==> src/rtl/systick_alarm.sv <==
// Memory-mapped millisecond alarm driven by systick's tick_count.
// Supports one-shot and drift-free periodic deadlines with a pending flag and irq.
module systick_alarm #(
   parameter logic [31:0] DEFAULT_PERIOD = 32'd1000
) (
   input  logic        clk,
   input  logic        reset,
   input  logic [31:0] tick_count,
   output logic [31:0] data_bus_read,
   input  logic [31:0] data_bus_write,
   input  logic [31:0] data_bus_addr,
   input  logic        data_bus_select,
   input  logic [1:0]  data_bus_mode,
   output logic        irq
);

   typedef enum logic {
      IDLE  = 1'b0,
      ARMED = 1'b1
   } state_t;

   localparam logic [1:0] ADDR_CTRL     = 2'd0;
   localparam logic [1:0] ADDR_PERIOD   = 2'd1;
   localparam logic [1:0] ADDR_DEADLINE = 2'd2;
   localparam logic [1:0] ADDR_STATUS   = 2'd3;

   state_t      state_q, state_d;
   logic [2:0]  ctrl_q, ctrl_d;
   logic [31:0] period_q, period_d;
   logic [31:0] deadline_q, deadline_d;
   logic        pending_q, pending_d;
   logic        overrun_q, overrun_d;
   logic        irq_q, irq_d;

   logic        bus_wr;
   logic [1:0]  reg_sel;
   logic [31:0] tick_delta;
   logic        due;
   logic        unused_addr_bits;

   assign unused_addr_bits = ^{data_bus_addr[31:4], data_bus_addr[1:0]};

   assign reg_sel    = data_bus_addr[3:2];
   assign bus_wr     = data_bus_select && (data_bus_mode == 2'b10);
   // Sign of the wrapped difference keeps the comparison valid across rollover.
   assign tick_delta = tick_count - deadline_q;
   assign due        = (state_q == ARMED) && !tick_delta[31];

   always_comb begin
      state_d    = state_q;
      ctrl_d     = ctrl_q;
      period_d   = period_q;
      deadline_d = deadline_q;
      pending_d  = pending_q;
      overrun_d  = overrun_q;
      irq_d      = pending_q & ctrl_q[2];

      if (bus_wr && reg_sel == ADDR_PERIOD) begin
         period_d = data_bus_write;
      end

      if (bus_wr && reg_sel == ADDR_STATUS) begin
         pending_d = pending_q & ~data_bus_write[0];
         overrun_d = overrun_q & ~data_bus_write[1];
      end

      // A CTRL write arms or disarms and takes priority over a fire in the same cycle.
      if (bus_wr && reg_sel == ADDR_CTRL) begin
         ctrl_d = data_bus_write[2:0];
         if (data_bus_write[0]) begin
            state_d    = ARMED;
            deadline_d = tick_count + period_q;
         end else begin
            state_d = IDLE;
         end
      end else if (due) begin
         pending_d = 1'b1;
         if (pending_q) begin
            overrun_d = 1'b1;
         end
         if (ctrl_q[1] && period_q != 32'd0) begin
            deadline_d = deadline_q + period_q;
         end else begin
            ctrl_d[0] = 1'b0;
            state_d   = IDLE;
         end
      end
   end

   always_ff @(posedge clk or negedge reset) begin
      if (!reset) begin
         state_q    <= IDLE;
         ctrl_q     <= 3'b000;
         period_q   <= DEFAULT_PERIOD;
         deadline_q <= 32'd0;
         pending_q  <= 1'b0;
         overrun_q  <= 1'b0;
         irq_q      <= 1'b0;
      end else begin
         state_q    <= state_d;
         ctrl_q     <= ctrl_d;
         period_q   <= period_d;
         deadline_q <= deadline_d;
         pending_q  <= pending_d;
         overrun_q  <= overrun_d;
         irq_q      <= irq_d;
      end
   end

   always_comb begin
      data_bus_read = 32'd0;
      case (reg_sel)
         ADDR_CTRL:     data_bus_read = {29'd0, ctrl_q};
         ADDR_PERIOD:   data_bus_read = period_q;
         ADDR_DEADLINE: data_bus_read = deadline_q;
         ADDR_STATUS:   data_bus_read = {30'd0, overrun_q, pending_q};
         default:       data_bus_read = 32'd0;
      endcase
   end

   assign irq = irq_q;

endmodule

==> config.mk <==
export PLATFORM = sky130hd
export DESIGN_NAME = systick_alarm
export DESIGN_NICKNAME = d
export VERILOG_FILES = /design/src/rtl/systick_alarm.sv
export SDC_FILE = /design/constraint.sdc
export NUM_CORES = 1
export LEC_CHECK = 0
export BUFFER_PORTS_ARGS = -buffer_cell sky130_fd_sc_hd__buf_2
export CORE_ASPECT_RATIO = 1.1
export CORE_MARGIN = 3
export CORE_UTILIZATION = 50
export DETAILED_ROUTE_END_ITERATION = 6
export PLACE_DENSITY = 0.87
export SLEW_MARGIN = 20
export SYNTH_ARGS = -nofsm -noshare
export SYNTH_HDL_FRONTEND = slang
export SYNTH_SLANG_ARGS = --single-unit
==> constraint.sdc <==
create_clock -name clk -period 5.7 [get_ports clk]
set_input_delay 0.57 -clock clk [delete_from_list [all_inputs] [get_ports clk]]
set_output_delay 0.57 -clock clk [all_outputs]
set_load 0.01 [all_outputs]
# After elaboration in Yosys (flattened, before gate mapping)

Cells that the tools add are included.

$mul: 0
Eq/ne operators: 6
Reductions and logical operators: 13
Divide/modulo/power cells: 0
Shift operators: 0
Muxes and demuxes: 17
$lt $le $gt $ge: 0
$add $sub $neg: 3
Bitwise logic cells: 5

Operators with widths:

| operator                                             | number |
|---|---|
| two-way mux 32 bit                                   | 4 |
| one-hot mux 32 bit (4 select lines)                  | 1 |
| adder 32 bit                                         | 2 |
| nonzero test 32 bit                                  | 1 |
| subtractor 32 bit                                    | 1 |
| two-way mux 1 bit                                    | 12 |
| equality test 2 bit (second input constant)          | 3 |
| logical AND 1 bit                                    | 6 |
| inequality test 2 bit (second input constant)        | 2 |
| nonzero test 2 bit                                   | 2 |
| bitwise AND 1 bit                                    | 3 |
| AND reduction 3 bit                                  | 1 |
| equality test 2 x 1 -> 1 bit (second input constant) | 1 |
| logical NOT 2 bit                                    | 1 |
| inverter 1 bit                                       | 2 |
| AND reduction 2 bit                                  | 1 |
| logical NOT 1 bit                                    | 1 |

Input port bits: 101
Flip-flop bits (word level): 71
Memory bits (read-only): 0
RAM bits: 0
Logic and storage cells: 52
Memories kept: 0
Output and inout bits: 33
Bits in latches: 0

# Logic depth before layout (Yosys ltp)

Gate-level depths: netlist of run 1.

Word-level depth: 7
Gate-level depth with buffers: 17
Depth with buffers taken out: 16

# Least setup slack after synthesis of run 1

Ideal clock, no wire load.

Path type: input port to flip-flop
From: in data_bus_addr[2]
To: reg deadline_q[30]
Arrival: 3.610 ns
Path buffers: 3
Stages on the path: 16
Library setup time: 0.095 ns
Path slack: 1.995 ns
Required time: 5.605 ns
Cell sequence: buf_2 -> nor3_1 -> clkbuf_1 -> clkbuf_1 -> nand2_1 -> o21ai_0 -> ha_1 -> a21o_1 -> a211o_1 -> nor3_2 -> a211oi_2 -> a21oi_2 -> o21ai_1 -> and4_1 -> o21a_1 -> o31ai_1

Word-level cells in the longest chain between the ends: 4
Elaborated cells between the ends (all ways): 7
Classes of those cells: eq/ne (1); mux (1); reduce/logical (5)

RTL lines:

| item                                                                  | RTL line | source |
|---|---|---|
| start: declaration                                                    | 11       | `input logic [31:0] data_bus_addr,` |
| logical NOT 2 bit *                                                   | 68       | `if (bus_wr && reg_sel == ADDR_CTRL) begin` |
| logical AND 1 bit *                                                   | 68       |  |
| inequality test 2 bit (no line) or nonzero test 2 bit (tied branches) | --       |  |
| AND reduction 3 bit (no line)                                         | --       |  |
| end signal: assignment                                                | 103      | `deadline_q <= deadline_d;` |
| end: declaration                                                      | 30       | `logic [31:0] deadline_q, deadline_d;` |

Mark *: on every way between the ends. The rest lies on a longest branch, timed or not.
A chain may end at the register's enable or synchronous reset.

# Worst setup path in the final report of run 1

From: in data_bus_mode[0]
To: reg deadline_q[28]

Word-level cells in the longest chain between the ends: 5
Elaborated cells between the ends (all ways): 8
Classes of those cells: eq/ne (2); mux (1); reduce/logical (5)

RTL lines:

| item                                                                  | RTL line | source |
|---|---|---|
| start: declaration                                                    | 13       | `input logic [1:0] data_bus_mode,` |
| equality test 2 bit *                                                 | 44       | `assign bus_wr = data_bus_select && (data_bus_mode == 2'b10);` |
| logical AND 1 bit *                                                   | 44       |  |
| logical AND 1 bit *                                                   | 68       |  |
| inequality test 2 bit (no line) or nonzero test 2 bit (tied branches) | --       |  |
| AND reduction 3 bit (no line)                                         | --       |  |

Marks and branches as above.

==> results.sh, run 1 <==
export IMPL_outcome="finished, final reports clean"
export IMPL_p_leak_nw=3.24
export IMPL_dieHeight_um=119
export IMPL_synth_top_area_share_pct=27.4
export IMPL_postSynthRegisterBits=70
export IMPL_gp_congestion=0.930
export IMPL_hold_violations=0
export IMPL_rr_startpoint="deadline_q[22]"
export IMPL_drv_cap=0
export IMPL_pre_cts_slack_ps=1390
export IMPL_synth_area_leaders="dfrtp_1 (27%), ha_1 (14%), mux2_2 (6.0%)"
export IMPL_p_per_area_mw_per_mm2=522
export IMPL_die_x_um=109
export IMPL_pwr_share_seq_pct=23.4
export IMPL_cp_required_ps=5900
export IMPL_worst_slack_ps=1690
export IMPL_p_sw_share_pct=43.9
export IMPL_dr_total_vias=5406
export IMPL_design_die_area_mm2=0.0130
export IMPL_hold_depth=3
export IMPL_synth_largest_area_cell="dfrtp_1"
export IMPL_start_util_pct=52.3
export IMPL_cts_setup_buffers=0
export IMPL_r2r_cells=11
export IMPL_critPathLaunch="data_bus_mode[0]"
export IMPL_syn_nets=826
export IMPL_async_flop_share_pct=100
export IMPL_relSlewSlack_pct=31.3
export IMPL_start_kind="primary input"
export IMPL_clockBufferDepth=2
export IMPL_period_minus_slack_ps=4010
export IMPL_period_share_pct=70.4
export IMPL_power_mw=3.55
export IMPL_end_kind="flop"
export IMPL_path_max_fanout=68
export IMPL_htreeDepth=3
export IMPL_avgViaCountPerCell=5.97
export IMPL_slew_violations=0
export IMPL_whs_ps=434
export IMPL_hp_start="data_bus_write[2]"
export IMPL_coreArea_mm2=0.0112
export IMPL_min_path_type="primary input to flop"
export IMPL_layout_commonest_cell="buf_2"
export IMPL_postSynthCellCount=660
export IMPL_drt_total_wl_mm=15.7
export IMPL_post_route_drc_count=0
export IMPL_cts_buffers=9
export IMPL_antenna_left=0
export IMPL_routedWlPerCell_um=17.4
export IMPL_hold_end="ctrl_q[2]"
export IMPL_cts_tree="built"
export IMPL_synth_edf_count=0
export IMPL_comb_power_share_pct=59.4
export IMPL_fp_row_count=40
export IMPL_synth_seq_area_share_pct=30.1
export IMPL_yosysUniqueCellTypes=65
export IMPL_peakVddDrop_mv=0.320
export IMPL_hold_buffers=0
export IMPL_drtIter0Drc=343
export IMPL_final_setup_viol_count=0
export IMPL_drtPass1Iterations=5
export IMPL_clkSinkCount=70
export IMPL_dpl_hpwl_mm=11.5
export IMPL_io_pins=134
export IMPL_ys_warn_count=0
export IMPL_antenna_found_initial=0
export IMPL_clk_latency_ps=350
export IMPL_fin_worst_skew_ps=12.8
export IMPL_overflow=0
export IMPL_post_cts_resized=0
export IMPL_crit_arrival_ps=4210
export IMPL_maxClockFrequency_ghz=0.249
export IMPL_tightest_slew_ps=1030
export IMPL_syn_cell_area_mm2=0.00584
export IMPL_reg2reg_to="deadline_q[31]"
export IMPL_drive_gt1_share_pct=23.9
export IMPL_grt_pass1_vias=5360
export IMPL_n_antenna_cell=0
export IMPL_avgSynthCellArea_um2=8.85
export IMPL_gr_usage_all_layers_pct=24.8
export IMPL_rsz0062_at_grt="no"
export IMPL_grt_first_pass_wirelength_mm=25.6
export IMPL_clockPowerShare_pct=17.2
export IMPL_synth_main_ff_cell="dfrtp_1"
export IMPL_p_int_mw=1.99
export IMPL_grt_max_degree=71
export IMPL_path_class="primary input to flop"
export IMPL_clk_pin_slew_ps=60
export IMPL_port_buffers=103
export IMPL_ctsRootBufferMaster="clkbuf_16"
export IMPL_final_cell_mix="buf_2 (103), nand2_1 (86), o21ai_0 (68), ha_1 (64), dfrtp_1 (64)"
export IMPL_syn_to_final_growth_pct=16.4
export IMPL_final_setup_tns_ps=0
export IMPL_p_sw_mw=1.56
export IMPL_reg2reg_slack_ps=2410
export IMPL_final_nets=919
==> how the worst max path moves through the flow <==
| stage | to | slack, ps | cells past startpoint |
|---|---|---|---|
| 2_1_floorplan | deadline_q[30] | 1990 | 16 |
| 3_3_place_gp | deadline_q[28] | 1480 | 18 |
| 3_5_place_dp | deadline_q[28] | 1390 | 18 |
| 4_1_cts | deadline_q[28] | 1740 | 18 |
| 5_1_grt | deadline_q[28] | 1330 | 18 |
| 6_report | deadline_q[28] | 1690 | 18 |
==> power groups by stage <==
stage	sequential, mW	combinational (mW)	clock [mW]
3_3_place_gp	0.826	2.01	0
3_5_place_dp	0.836	2.06	0
5_1_grt	0.855	2.36	0.643
2_1_floorplan	0.782	1.63	0
6_report	0.832	2.11	0.610
4_1_cts	0.829	2.09	0.620
==> metrics by stage <==
step                      cell area (um2)  utilization, %  instances
after floorplan                      5840               -        660
after detailed placement             6470            58.0        889
after global placement               6470            58.0        889
final                                6800            60.9        905
after global routing                 6800            60.9        905
after CTS                            6790            60.8        905
==> state kept, by name, indices dropped and copies added (netlist names) <==
signal	cells
period_q	32
pending_q	1
state_q	1
overrun_q	1
ctrl_q	2
deadline_q	32
irq	1
==> area by class of cell <==
class	instances	area, um2
Fill cell	949	4360
Multi-Input combinational cell	523	3830
Clock inverter	6	86.3
Timing Repair Buffer	107	546
Inverter	42	158
Tap cell	147	184
Sequential cell	70	1760
Clock buffer	10	229
==> kinds of logic after synthesis <==
kind of cell	Yosys count	synth area share (%)
AO/OA/AOI/OAI	210	23.8
AND/OR/NAND/NOR	174	14.1
flip-flops	70	30.1
buffers and inverters	67	4.59
adder cells (fa/ha/maj)	65	14.1
multiplexers	46	9.07
XOR/XNOR	28	4.20
==> layer usage <==
metal	track usage, %	part of all wire [%]	vias up
li1	-	-	2602
met1	30.8	41	2573
met2	42.6	50	208
met3	6.50	7.7	23
met4	5.60	1.3	0
met5	0	0	-
==> synthesized netlist by cell type (all sizes together), types with 6 or more instances <==
cell type  count
xor2          12
a22o          30
o21bai         6
nand4          9
clkbuf        17
nor3           8
buf            8
dfstp          6
a21o          19
mux2          32
nand3          8
a211oi         6
nor2b          8
mux2i         12
nand2         86
nor4           8
xnor2         16
a21oi         43
nor2          19
inv           42
ha            64
o21ai         72
dfrtp         64
==> critical path, cell delays in order <==
cell and delay (ps):
buf_2 90, nand3b_1 270, nor3_2 160, buf_4 530
nand2_1 120, nand2_1 80, ha_1 180, inv_1 60
fa_1 400, nor2b_1 180, o31a_1 190, o21ai_1 150
a211oi_2 330, a21oi_2 110, o21bai_1 300, a41oi_1 210
xor2_1 170, mux2i_1 90
No activity file was read; power rests on OpenSTA's default activity.
==> run 2, diff against run 1 <==
--- a/config.mk
+++ b/config.mk
@@ -10,7 +10,7 @@
 export CORE_MARGIN = 3
 export CORE_UTILIZATION = 50
 export DETAILED_ROUTE_END_ITERATION = 6
-export PLACE_DENSITY = 0.87
+export PLACE_DENSITY = 0.9
 export SLEW_MARGIN = 20
 export SYNTH_ARGS = -nofsm -noshare
 export SYNTH_HDL_FRONTEND = slang
==> constraint.sdc (replaced) <==
create_clock -name clk -period 3.55 [get_ports clk]
set_input_delay 0.355 -clock clk [delete_from_list [all_inputs] [get_ports clk]]
set_output_delay 0.355 -clock clk [all_outputs]
set_load 0.01 [all_outputs]
==> results.sh, run 2 (synthesis gave the netlist of run 1 again) <==
export IMPL_dp_cells=905
export IMPL_antenna_left=0
export IMPL_rsz0062_at_grt="no"
export IMPL_syn_to_final_growth_pct=18.2
export IMPL_overflow=0
export IMPL_period_minus_slack_ps=3290
export IMPL_peakVddDrop_mv=0.376
export IMPL_dpl_hpwl_mm=12.2
export IMPL_final_setup_tns_ps=0
export IMPL_grt_pass1_vias=5510
export IMPL_crit_chain="buf_2 -> nand3b_1 -> nor3_2 -> buf_4 -> nand2_1 -> o21ai_0 -> inv_1 -> fa_1 -> nor2b_1 -> o31a_1 -> o21ai_1 -> a211oi_2 -> a21oi_2 -> o21bai_1 -> a41oi_1 -> xor2_1 -> mux2i_1"
export IMPL_maxClockFrequency_ghz=0.304
export IMPL_cp_required_ps=3810
export IMPL_relSlewSlack_pct=30.0
export IMPL_p_leak_nw=3.31
export IMPL_cts_tree="built"
export IMPL_drive_gt1_share_pct=25.3
export IMPL_worst_slack_ps=258
export IMPL_avgViaCountPerCell=6.03
export IMPL_drtIter0Drc=277
export IMPL_slew_violations=0
export IMPL_grt_max_degree=71
export IMPL_antenna_found_initial=0
export IMPL_crit_arrival_ps=3550
export IMPL_fin_worst_skew_ps=8.65
export IMPL_post_layout_nonfiller_instances=921
export IMPL_end_kind="flop"
export IMPL_start_kind="primary input"
export IMPL_dpl_cell_area_mm2=0.00662
export IMPL_drv_cap=0
export IMPL_io_pins=134
export IMPL_grt_first_pass_wirelength_mm=26.2
export IMPL_layout_commonest_cell="buf_2"
export IMPL_drtPass1Iterations=5
export IMPL_hold_violations=0
export IMPL_gp_congestion=0.940
export IMPL_final_cell_mix="buf_2 (103), nand2_1 (86), o21ai_0 (68), ha_1 (64), dfrtp_1 (64)"
export IMPL_die_x_um=109
export IMPL_crit_family="compound AO/OA/AOI/OAI gates"
export IMPL_dr_total_vias=5554
export IMPL_path_max_fanout=5
export IMPL_min_path_type="primary input to asynchronous set/reset pin"
export IMPL_start_util_pct=52.3
export IMPL_design_die_area_mm2=0.0130
export IMPL_htreeDepth=3
export IMPL_cp_buffers_inverters=3
export IMPL_whs_ps=206
export IMPL_pre_cts_slack_ps=24.2
export IMPL_final_nets=935
export IMPL_period_share_pct=92.7
export IMPL_ctsRootBufferMaster="clkbuf_16"
export IMPL_final_setup_viol_count=0
export IMPL_outcome="finished, final reports clean"
export IMPL_clk_latency_ps=340
export IMPL_tightest_slew_ps=1050
export IMPL_dieHeight_um=119
export IMPL_fp_row_count=40
export IMPL_fin_area_mm2=0.00690
export IMPL_slowest_delay_ps=440
export IMPL_p_per_area_mw_per_mm2=834
export IMPL_clk_pin_slew_ps=60
export IMPL_drt_total_wl_mm=16.2
export IMPL_routedWlPerCell_um=17.5
export IMPL_n_antenna_cell=0
export IMPL_post_cts_resized=0
export IMPL_cts_buffers=9
export IMPL_port_buffers=103
export IMPL_gr_usage_all_layers_pct=25.4
export IMPL_cts_setup_buffers=0
export IMPL_coreArea_mm2=0.0112
export IMPL_hold_buffers=0
export IMPL_post_route_drc_count=0
export IMPL_reg_top3="deadline_q x32, period_q x32, ctrl_q x2"
export IMPL_path_class="primary input to flop"
export IMPL_clkSinkCount=70
export IMPL_slowest_stage="fa_1"
export IMPL_clockBufferDepth=2
## run 2: changes by cell type in the layout (fill, tap and decap cells not counted)
| cell | delta |
|---|---|
| buf_4 | +14 |
| clkinvlp_4 | -1 |
| bufinv_16 | -1 |
| clkbuf_1 | +1 |
| o21ba_4 | -1 |
| clkinv_2 | +2 |
| buf_12 | +2 |
| clkinv_4 | -1 |
| o21ba_2 | +1 |
## run 2: stage by stage
stage | power, mW | util, %
2_1_floorplan | 3.87 | -
3_3_place_gp | 4.67 | 59.3
3_5_place_dp | 4.78 | 59.3
4_1_cts | 5.73 | 61.8
5_1_grt | 6.24 | 61.8
6_report | 5.76 | 61.8
## run 2: worst paths after layout
| check | from | to | slack (ps) | cells after the start |
|---|---|---|---|---|
| worst max register to register | deadline_q[1] | deadline_q[28] | 480 | 13 |
| worst min register to register | ctrl_q[2] | ctrl_q[2] | 520 | 2 |
| worst max-delay path | data_bus_mode[0] | deadline_q[28] | 260 | 17 |
| max in group asynchronous | reset | deadline_q[20] | 2710 | 2 |
| min in group clk | data_bus_write[2] | ctrl_q[2] | 220 | 3 |
| worst min-delay path | reset | period_q[4] | 210 | 2 |
## run 2: layout make-up
cell class / instances / area [um2]
repair buffers: 123 / 691
clock buffers: 11 / 233
flip-flops and latches: 70 / 1760
well taps: 147 / 184
multi-input cells: 523 / 3830
fillers: 938 / 4260
inverters: 42 / 158
clock inverters: 5 / 50.0
## run 2: per-layer routing
layer / wire length [um] / GRT usage [%]
met1: 6910 / 32.8
met2: 7620 / 41.6
met3: 1130 / 4.39
met4: 489 / 10.7
met5: 0 / 0
## run 2: power breakdown
group | leakage (nW) | internal, mW | switching, mW | total (mW)
sequential | 0.810 | 1.09 | 0.252 | 1.34
clock | 0.143 | 0.539 | 0.339 | 0.878
combinational | 2.36 | 1.58 | 1.96 | 3.54
